`src/rtl/splash_screen_pal.sv`:
```
// splash_screen_pal
// Avalon-ST video (VIP protocol) splash source. Each frame is a control packet
// (frame width/height, progressive), a video header beat and FRAME_WIDTH x
// FRAME_HEIGHT pixels. Pixels inside the picture window come from a paletted
// picture stored in an external synchronous ROM. All other pixels take bg_color.
// Ports:
//   clk, reset_n               clock, asynchronous active-low reset
//   enable                     allows the next frame to start (sampled in IDLE)
//   bg_color                   background pixel {B,G,R}
//   pal_we/pal_addr/pal_wdata  palette write port
//   rom_addr/rom_rdata         picture ROM (read data one clock after address)
//   aso_*                      Avalon-ST source, ready latency 0
//   frame_done                 one-clock pulse when the video EOP is accepted
module splash_screen_pal #(
    parameter int PIXELS_IN_PARALLEL = 1,
    parameter int BPP                = 4,
    parameter int ROM_WIDTH          = 16,
    parameter int FRAME_WIDTH        = 800,
    parameter int FRAME_HEIGHT       = 480,
    parameter int PIC_WIDTH          = 400,
    parameter int PIC_HEIGHT         = 160,
    parameter int PIC_X              = 200,
    parameter int PIC_Y              = 160,
    parameter int EMPTY_WIDTH        = 4,
    localparam int ROM_WORDS         = PIC_WIDTH * PIC_HEIGHT * BPP / ROM_WIDTH,
    localparam int ROM_ADDR          = (ROM_WORDS > 1) ? $clog2(ROM_WORDS) : 1
) (
    input  logic                            clk,
    input  logic                            reset_n,
    input  logic                            enable,
    input  logic [23:0]                     bg_color,
    input  logic                            pal_we,
    input  logic [BPP-1:0]                  pal_addr,
    input  logic [23:0]                     pal_wdata,
    output logic [ROM_ADDR-1:0]             rom_addr,
    input  logic [ROM_WIDTH-1:0]            rom_rdata,
    output logic                            aso_startofpacket,
    output logic                            aso_endofpacket,
    output logic                            aso_valid,
    output logic [24*PIXELS_IN_PARALLEL-1:0] aso_data,
    input  logic                            aso_ready,
    output logic [EMPTY_WIDTH-1:0]          aso_empty,
    output logic                            frame_done
);

    localparam int PIP        = PIXELS_IN_PARALLEL;
    localparam int DW         = 24 * PIP;
    localparam int XBEATS     = FRAME_WIDTH / PIP;
    localparam int CTRL_BEATS = 4 / PIP;
    localparam int SUBS       = ROM_WIDTH / (BPP * PIP);
    localparam int SW         = (SUBS > 1) ? $clog2(SUBS) : 1;
    localparam int PAL_N      = 2 ** BPP;
    localparam int PAL_STEP   = 255 / (PAL_N - 1);

    localparam logic [15:0] FW16 = 16'(FRAME_WIDTH);
    localparam logic [15:0] FH16 = 16'(FRAME_HEIGHT);
    // Twelve control symbols, symbol 0 in the LSBs: 0xF, width nibbles MSN
    // first, height nibbles MSN first, interlace 0x3, then two unused zeros.
    localparam logic [95:0] CTRL_VEC = {
        8'h00, 8'h00, 8'h03,
        {4'h0, FH16[3:0]}, {4'h0, FH16[7:4]}, {4'h0, FH16[11:8]}, {4'h0, FH16[15:12]},
        {4'h0, FW16[3:0]}, {4'h0, FW16[7:4]}, {4'h0, FW16[11:8]}, {4'h0, FW16[15:12]},
        8'h0F
    };

    if (PIC_X + PIC_WIDTH > FRAME_WIDTH || PIC_Y + PIC_HEIGHT > FRAME_HEIGHT) begin : g_bad_window
        $error("splash_screen_pal: picture does not fit inside the frame");
    end
    if (PIC_X % PIP != 0 || ROM_WIDTH % (BPP * PIP) != 0 || (PIC_WIDTH * BPP) % ROM_WIDTH != 0) begin : g_bad_align
        $error("splash_screen_pal: picture/ROM alignment does not match the beat size");
    end

    typedef enum logic [1:0] {S_IDLE, S_CTRL, S_VHDR, S_VDATA} state_t;

    state_t              state_q, state_d;
    logic [1:0]          beat_q, beat_d;
    logic [15:0]         x_q, x_d, y_q, y_d;
    logic [SW-1:0]       sub_q, sub_d;
    logic [ROM_ADDR-1:0] rom_ptr_q, rom_ptr_d;
    logic                valid_q, sop_q, eop_q, vid_q, frame_done_q;
    logic [DW-1:0]       data_q;
    logic [23:0]         pal_q [PAL_N];

    logic                load, accept, in_pic;
    logic                gen, gen_sop, gen_eop, gen_vid;
    logic [DW-1:0]       gen_data, pix_data;

    // The output register may take a new beat when it is empty or being drained.
    assign load   = !valid_q || aso_ready;
    assign accept = valid_q && aso_ready;

    // The picture left edge is beat aligned, so pixel 0 decides for the whole beat.
    assign in_pic = (int'(x_q) * PIP >= PIC_X) && (int'(x_q) * PIP < PIC_X + PIC_WIDTH) &&
                    (int'(y_q) >= PIC_Y) && (int'(y_q) < PIC_Y + PIC_HEIGHT);

    // rom_rdata always holds the word at rom_ptr_q: the ROM is fed the next
    // pointer value so that the word is ready on the very next beat.
    assign rom_addr = rom_ptr_d;

    always_comb begin
        logic [BPP-1:0] idx;
        idx      = '0;
        pix_data = '0;
        for (int p = 0; p < PIP; p++) begin
            idx = rom_rdata[(int'(sub_q) * PIP + p) * BPP +: BPP];
            pix_data[p*24 +: 24] = in_pic ? pal_q[idx] : bg_color;
        end
    end

    always_comb begin
        state_d   = state_q;
        beat_d    = beat_q;
        x_d       = x_q;
        y_d       = y_q;
        sub_d     = sub_q;
        rom_ptr_d = rom_ptr_q;
        gen       = 1'b0;
        gen_sop   = 1'b0;
        gen_eop   = 1'b0;
        gen_vid   = 1'b0;
        gen_data  = '0;
        case (state_q)
            S_IDLE: begin
                beat_d = '0;
                if (enable) state_d = S_CTRL;
            end
            S_CTRL: begin
                if (load) begin
                    gen      = 1'b1;
                    gen_data = CTRL_VEC[int'(beat_q) * DW +: DW];
                    gen_sop  = (beat_q == 2'd0);
                    gen_eop  = (int'(beat_q) == CTRL_BEATS - 1);
                    if (gen_eop) state_d = S_VHDR;
                    else         beat_d  = beat_q + 2'd1;
                end
            end
            S_VHDR: begin
                if (load) begin
                    gen       = 1'b1;
                    gen_sop   = 1'b1;
                    state_d   = S_VDATA;
                    x_d       = '0;
                    y_d       = '0;
                    sub_d     = '0;
                    rom_ptr_d = '0;
                end
            end
            S_VDATA: begin
                if (load) begin
                    gen      = 1'b1;
                    gen_vid  = 1'b1;
                    gen_data = pix_data;
                    gen_eop  = (int'(x_q) == XBEATS - 1) && (int'(y_q) == FRAME_HEIGHT - 1);
                    // Step to the next ROM word only once its last index group is used.
                    if (in_pic) begin
                        if (int'(sub_q) == SUBS - 1) begin
                            sub_d     = '0;
                            rom_ptr_d = rom_ptr_q + ROM_ADDR'(1);
                        end else begin
                            sub_d = sub_q + SW'(1);
                        end
                    end
                    if (int'(x_q) == XBEATS - 1) begin
                        x_d = '0;
                        y_d = y_q + 16'd1;
                    end else begin
                        x_d = x_q + 16'd1;
                    end
                    if (gen_eop) state_d = S_IDLE;
                end
            end
            default: state_d = S_IDLE;
        endcase
    end

    always_ff @(posedge clk or negedge reset_n) begin
        if (!reset_n) begin
            state_q      <= S_IDLE;
            beat_q       <= '0;
            x_q          <= '0;
            y_q          <= '0;
            sub_q        <= '0;
            rom_ptr_q    <= '0;
            valid_q      <= 1'b0;
            sop_q        <= 1'b0;
            eop_q        <= 1'b0;
            vid_q        <= 1'b0;
            data_q       <= '0;
            frame_done_q <= 1'b0;
        end else begin
            state_q      <= state_d;
            beat_q       <= beat_d;
            x_q          <= x_d;
            y_q          <= y_d;
            sub_q        <= sub_d;
            rom_ptr_q    <= rom_ptr_d;
            frame_done_q <= accept && eop_q && vid_q;
            if (load) begin
                valid_q <= gen;
                if (gen) begin
                    sop_q  <= gen_sop;
                    eop_q  <= gen_eop;
                    vid_q  <= gen_vid;
                    data_q <= gen_data;
                end
            end
        end
    end

    // Palette comes out of reset as a grey ramp from black to white.
    always_ff @(posedge clk or negedge reset_n) begin
        if (!reset_n) begin
            for (int i = 0; i < PAL_N; i++) pal_q[i] <= {3{8'(i * PAL_STEP)}};
        end else if (pal_we) begin
            pal_q[pal_addr] <= pal_wdata;
        end
    end

    assign aso_valid         = valid_q;
    assign aso_startofpacket = sop_q;
    assign aso_endofpacket   = eop_q;
    assign aso_data          = data_q;
    assign aso_empty         = '0;
    assign frame_done        = frame_done_q;

endmodule

```
`config.mk`:
```
export PLATFORM = sky130hd
export DESIGN_NAME = splash_screen_pal
export DESIGN_NICKNAME = d
export VERILOG_FILES = /design/src/rtl/splash_screen_pal.sv
export SDC_FILE = /design/constraint.sdc
export NUM_CORES = 1
export LEC_CHECK = 0
export BUFFER_PORTS_ARGS = -buffer_cell sky130_fd_sc_hd__buf_2
export CAP_MARGIN = 10
export CORE_AREA = 2 2 275 141
export CTS_CLUSTER_SIZE = 14
export DETAILED_ROUTE_END_ITERATION = 8
export DIE_AREA = 0 0 277 143
export PLACE_DENSITY = 0.74
export SYNTH_ARGS = -nofsm -noshare
export SYNTH_HDL_FRONTEND = slang
export SYNTH_SLANG_ARGS = --single-unit
```
`constraint.sdc`:
```
create_clock -name clk -period 3 [get_ports clk]
set_input_delay 0.3 -clock clk [delete_from_list [all_inputs] [get_ports clk]]
set_output_delay 0.3 -clock clk [all_outputs]
set_load 0.01 [all_outputs]
```
==> results of run 1 <==
==> per-layer routing <==
metal | GRT usage [%] | vias to the layer above | wire length [um] | share of wire (%)
li1 | - | 6053 | - | -
met1 | 39.5 | 7569 | 23900 | 43
met2 | 48.1 | 450 | 27200 | 49
met3 | 4.48 | 106 | 3070 | 5.6
met4 | 7.04 | 0 | 1180 | 2.1
met5 | 0 | - | 0 | 0
==> layout by cell type, fill, tap and decap left out, types with 5 or more instances in the layout <==
cell | synthesis | layout
a22oi_2 | 10 | 10
nor3_1 | 9 | 8
a211oi_1 | 14 | 14
nand4_1 | 12 | 12
nor2_1 | 46 | 37
ha_1 | 15 | 15
or4_1 | 5 | 5
and2_1 | 10 | 10
nand2_1 | 44 | 44
o22ai_1 | 10 | 10
dfstp_2 | 192 | 192
buf_2 | 7 | 113
a21oi_1 | 29 | 29
a22oi_1 | 20 | 20
xor2_1 | 18 | 18
dlygate4sd3_1 | 0 | 8
nand2b_1 | 8 | 8
clkbuf_8 | 0 | 11
mux2_2 | 386 | 386
or3_1 | 12 | 12
nand3_1 | 21 | 16
inv_1 | 20 | 20
mux2i_1 | 70 | 70
clkbuf_1 | 86 | 18
buf_12 | 4 | 9
nor2b_1 | 8 | 7
o21ai_0 | 38 | 25
and3_1 | 11 | 11
nor2_2 | 0 | 8
mux4_2 | 78 | 77
clkbuf_16 | 0 | 43
a22o_1 | 8 | 8
dfrtp_1 | 273 | 270
buf_4 | 7 | 73
o21ai_1 | 6 | 18
o211ai_1 | 15 | 15
==> how the worst min path moves through the flow <==
stage	start	to	slack (ns)	depth (start not counted)
after floorplan	reset_n	aso_data[0]	0.004	0
after global placement	reset_n	y_q[8]	0.35	1
after detailed placement	reset_n	y_q[8]	0.36	1
after CTS	bg_color[4]	aso_data[4]	0.004	3
after global routing	bg_color[4]	aso_data[4]	0.01	3
final	bg_color[5]	aso_data[5]	0.02	3
==> layout make-up <==
cell class / count / area [um^2] / share of cell area [%]
flip-flops and latches: 465 / 11900 / 47.4
multi-input cells: 965 / 9690 / 38.7
repair buffers: 206 / 1410 / 5.64
clock buffers: 72 / 1290 / 5.17
well taps: 494 / 618 / 2.47
clock inverters: 6 / 77.6 / 0.310
inverters: 20 / 75.1 / 0.300
diodes: 1 / 2.50 / 0.00999
==> cells by family after synthesis <==
kind of cell / synth area share (%)
compound gates: 5.80
xor+xnor: 0.948
fa+ha+maj: 0.847
buf+inv: 3.20
flops: 53.6
mux: 30.7
other cells: 0.0169
simple gates: 4.91
==> registers in the layout, summed over array words and instances (netlist names) <==
register / cells
aso_data: 24
aso_endofpacket: 1
aso_startofpacket: 1
aso_valid: 1
beat_q: 2
frame_done: 1
pal_q: 384
rom_ptr_q: 14
state_q: 2
sub_q: 2
vid_q: 1
x_q: 16
y_q: 16
==> per-stage QoR <==
stage	setup TNS, ns	worst slack (ns)	power (mW)	cell area [um^2]
after floorplan	0	0.431	11.6	22200
after global placement	0	0.320	12.7	23400
after detailed placement	0	0.203	13.1	23400
after CTS	-1.83	-0.182	18.5	24900
after global routing	-3.30	-0.301	19.3	25000
final	-1.85	-0.200	18.5	25000
==> what timing repair did <==
| item | CTS | global route |
|---|---|---|
| pin swaps | 11 | 17 |
| buffers inserted | 14 | 7 |
| gates resized for setup | 21 | 8 |
| setup endpoints to repair | 14 | 14 |
| gates cloned | 1 | 0 |
| hold endpoints to repair | 56 | 0 |
| hold buffers | 8 | 0 |
==> worst max-delay path, cell delays in order, from the launching register on <==
cell	delay (ns)
dfrtp_2	0.41
a21o_1	0.21
a2111o_1	0.43
a2111oi_4	0.43
buf_6	0.22
nand4_1	0.10
xor2_1	0.17
o21ai_1	0.19
buf_2	0.17
==> power groups by stage <==
| stage | combinational, mW | sequential, mW | clock [mW] |
|---|---|---|---|
| after floorplan | 2.83 | 8.78 | 0 |
| after global placement | 3.83 | 8.89 | 0 |
| after detailed placement | 4.03 | 9.03 | 0 |
| after CTS | 4.10 | 8.93 | 5.52 |
| after global routing | 4.44 | 9.09 | 5.80 |
| final | 4.09 | 8.96 | 5.44 |
==> results.txt, run 1 <==
status = complete, but fails checks
violated checks = negative setup slack
syn_area_per_cell = 14.1 um^2
Max Cap Viol = 0
pin count of the biggest net entering global routing = 86
most numerous cell in the Yosys netlist = mux2_2
Synth warnings = 0
Int Pwr = 13.3 mW
WL final = 55,300 um
gr ovfl total = 0
htree depth = 2
die width = 277 um
io pins = 119
row cnt = 50
worst skew pair latency = 0.56 ns
Avg WL per Cell = 24.8 um
reg2reg start = sub_q[0]
setup slack after layout = -0.200 ns
routability congestion estimate = 0.892
crit path launch type = register
total number of vias = 14,178
clock sink count = 465
EDFF count, synth = 0
Initial Util = 59.8%
r2r setup slk = 0.24 ns
actual slew at the worst max-slew pin = 0.974 ns
CP endpoint kind = primary output
first-pass GRT wire length = 86,500 um
Sw Pwr = 5.22 mW
cts bufs inserted = 42
Gate power share = 22.1%
Main synth FF type = dfrtp_1
Syn Inst Count = 1,567
root buf cell = clkbuf_16
Critical R2R Capture = aso_data[8]
origin of the worst setup path = x_q[4]
switching share of power = 28.2%
vias in the first global route = 14,724
share of cells above drive strength 1 = 55.0%
DRC violation count after routing = 0
post-layout min period = 3.20 ns
critical path required time = 2.70 ns
Peak VDD IR = 0.386 mV
DP Wirelength = 34,200 um
Unique masters post-synth = 64
Die ar. = 39,600 um^2
placed cells = 2,120
fin cells = 2,229
I/O Buffers = 114
Layout Utilization = 67.6%
Synth top area share = 30.8%
CTS tree = done
crit path capture = rom_addr[8]
Commonest cells post-synth = 386 x mux2_2, 273 x dfrtp_1, 192 x dfstp_2
Tot GR Track Use = 28.6%
PD cells = 738 nW/um^2
Worst Path Max Fanout = 7
post-synthesis sequential area ratio = 53.6%
Synth area leaders = dfrtp_1 31%, dfstp_2 23%, mux2_2 20%, mux4_2 7.9%, mux2i_1 3.2%
synthesized cell area = 22,200 um^2
final slew viol count = 0
area of the core = 37,000 um^2
endpoints failing hold = 0
setup violators final = 14
DR iter-0 viols = 1,228
drt first pass iters = 5
flip-flop and latch count after synthesis = 465
Avg Vias per Cell = 6.36
fillers = 2,573
Seq pwr share = 48.5%
clock-pin slew on the worst setup and hold paths = 0.07 ns
ys async rst share = 100%
DRT antenna net count = 0
Slew Limit Headroom = 34.8%
crit share post-route = 107%
Clock Path Buffers = 3
Setup CP Type = register to primary output
Worst R2R Path Depth = 5
Hold Crit Class = primary input to register
initial antenna violation count = 1
Setup Skew = 0.0119 ns
P_leak = 10.6 nW
arrival time worst endpoint = 2.90 ns
chip height = 143 um
dominant cell type by area after synthesis = dfrtp_1
Area Overhead vs Synth = 13.0%
maximum clock rate = 313 MHz
RSZ-0062 raised after global routing = yes
WHS = 0.0217 ns
Clock power frac = 29.4%
Final nets = 1,788
Note: power is estimated with default switching activity, not from simulation.
==> run 2: changes to the inputs <==
Settings changed: PLACE_DENSITY 0.74 to 0.88.
==> run 2 against run 1 <==
The run still ends with negative setup slack left. Critical path depth stayed put. Sequential share of layout area is 0.11 points higher. Global-route usage is 0.50 points lower. Count of clock-buffer cells in the layout is 6 lower. Non-clock buffer count is 22 lower. Sequential cell count stayed put. Power is 0.45% higher. Clock power hardly changed. Highest routed layer unchanged.
==> results.txt, run 2 (synthesis gave the netlist of run 1 again) <==
initial antenna violation count = 2 (was 1)
Largest register FFs = 384 (unchanged)
share of cells above drive strength 1 = 54.5% (was 55.0%)
post-layout min period = 3.12 ns (was 3.20 ns)
WHS = 0.0118 ns (was 0.0217 ns)
P_leak = 10.5 nW (was 10.6 nW)
fin cells = 2,207 (was 2,229)
row cnt = 50 (unchanged)
htree depth = 2 (unchanged)
DRC violation count after routing = 0 (unchanged)
GR Layer Usage met2 = 47.0% (was 48.1%)
setup slack after layout = -0.116 ns (was -0.200 ns)
status = complete, but fails checks (unchanged)
Max Cap Viol = 0 (unchanged)
Top reg by flops = pal_q (unchanged)
Setup CP Type = register to primary output (unchanged)
Worst Path Max Fanout = 7 (unchanged)
Tot GR Track Use = 28.1% (was 28.6%)
setup violators final = 14 (unchanged)
CP endpoint kind = primary output (unchanged)
die width = 277 um (unchanged)
io pins = 119 (unchanged)
Clock Path Buffers = 3 (unchanged)
met3 Use GR = 5.82% (was 4.48%)
most common cell after layout, fill and taps aside = mux2_2 (unchanged)
I/O Buffers = 114 (unchanged)
CTS tree = done (unchanged)
final slew viol count = 0 (unchanged)
first-pass GRT wire length = 85,500 um (was 86,500 um)
Avg Vias per Cell = 6.42 (was 6.36)
Die ar. = 39,600 um^2 (unchanged)
WL final = 54,700 um (was 55,300 um)
pin count of the biggest net entering global routing = 84 (was 86)
violated checks = negative setup slack (unchanged)
area of the core = 37,000 um^2 (unchanged)
crit share post-route = 104% (was 107%)
total number of vias = 14,179 (was 14,178)
DR iter-0 viols = 1,488 (was 1,228)
Area Overhead vs Synth = 12.7% (was 13.0%)
Slew Limit Headroom = 48.7% (was 34.8%)
root buf cell = clkbuf_16 (unchanged)
Final nets = 1,766 (was 1,788)
placed cells = 2,110 (was 2,120)
PD cells = 743 nW/um^2 (was 738 nW/um^2)
clock-pin slew on the worst setup and hold paths = 0.06 ns (was 0.07 ns)
gr ovfl total = 0 (unchanged)
Setup Skew = 0.0236 ns (was 0.0119 ns)
maximum clock rate = 321 MHz (was 313 MHz)
cts bufs inserted = 42 (unchanged)
commonest non-fill, non-tap cells in the layout = 386 x mux2_2, 269 x dfrtp_1, 192 x dfstp_2, 113 x buf_2, 77 x mux4_2 (was 386 x mux2_2, 270 x dfrtp_1, 192 x dfstp_2, 113 x buf_2, 77 x mux4_2)
endpoints failing hold = 0 (unchanged)
worst skew pair latency = 0.56 ns (about the same)
DP Wirelength = 32,400 um (was 34,200 um)
Hold Crit Class = primary input to register (unchanged)
RSZ-0062 raised after global routing = yes (unchanged)
clock sink count = 465 (unchanged)
drt first pass iters = 5 (unchanged)
GRT met1 Usage = 36.3% (was 39.5%)
routability congestion estimate = 0.857 (was 0.892)
chip height = 143 um (unchanged)
busiest grt layer = met2 (unchanged)
actual slew at the worst max-slew pin = 0.763 ns (was 0.974 ns)
arrival time worst endpoint = 2.82 ns (was 2.90 ns)
Peak VDD IR = 0.490 mV (was 0.386 mV)
critical path required time = 2.70 ns (about the same)
Initial Util = 59.8% (unchanged)
Avg WL per Cell = 24.8 um (about the same)
DRT antenna net count = 0 (unchanged)
crit path launch type = register (unchanged)
vias in the first global route = 14,981 (was 14,724)
-- run 2: cell count changes in the layout (fill, tap and decap cells not counted), sizes merged --
cell / delta
clkbuf: -6
inv: -1
bufinv: +2
buf: -18
clkinv: +4
diode: +1
dlygate4sd3: -4
-- run 2: area by class of cell --
type	instances	area [um^2]
Tap cell	494	618
Clock inverter	11	160
Multi-Input combinational cell	965	9700
Clock buffer	66	1210
Timing Repair Buffer	184	1330
Fill cell	2279	12000
Inverter	20	75.1
Sequential cell	465	11900
Antenna cell	2	5.00
-- run 2: path summary, 6_finish.rpt --
check,startpoint,end,slack [ns],cells past startpoint
setup / recovery,x_q[3],rom_addr[3],-0.12,8
hold / removal,bg_color[20],aso_data[20],0.01,3
setup reg to reg,y_q[11],aso_data[14],0.12,8
hold reg to reg,pal_q[331],pal_q[331],0.50,1
max in group asynchronous,reset_n,pal_q[288],1.82,3
min in group asynchronous,reset_n,pal_q[224],0.29,2
-- run 2: power breakdown --
part | leakage [nW] | total, mW | switching, mW | internal [mW]
clock network | 0.671 | 5.43 | 2.37 | 3.06
logic | 4.34 | 4.14 | 2.05 | 2.09
registers | 5.45 | 8.99 | 0.853 | 8.14
-- run 2: repair_timing --
action,4_1_cts,5_1_grt
gates resized for setup,18,7
hold buffers,4,0
endpoints found under the hold margin,37,0
gates cloned,1,0
buffers inserted,9,4
pin swaps,4,4
endpoints found under the setup margin,14,15
-- run 2: critical path, cell delays in order, from the launching register on --
cell	delay, ns
dfrtp_2	0.41
a21o_1	0.20
a2111o_1	0.42
a2111oi_4	0.43
buf_4	0.24
nand3_1	0.10
xor2_1	0.15
o21ai_1	0.17
buf_2	0.16
-- run 2: stage by stage --
stage	cell area (um^2)	setup slack (ns)	TNS, ns	power, mW	utilization [%]
2_1_floorplan	22200	0.431	0	11.6	-
3_3_place_gp	23400	0.369	0	12.7	63.3
3_5_place_dp	23400	0.222	0	13.0	63.3
4_1_cts	24900	-0.146	-1.60	18.6	67.3
5_1_grt	25000	-0.191	-2.12	19.4	67.5
6_report	25000	-0.116	-1.03	18.6	67.5
-- run 2: layer usage --
layer | part of all wire [%] | vias to the layer above
met1 | 40 | 7443
met4 | 3.4 | 0
met3 | 7.6 | 136
met2 | 49 | 587
li1 | - | 6013
met5 | 0 | -
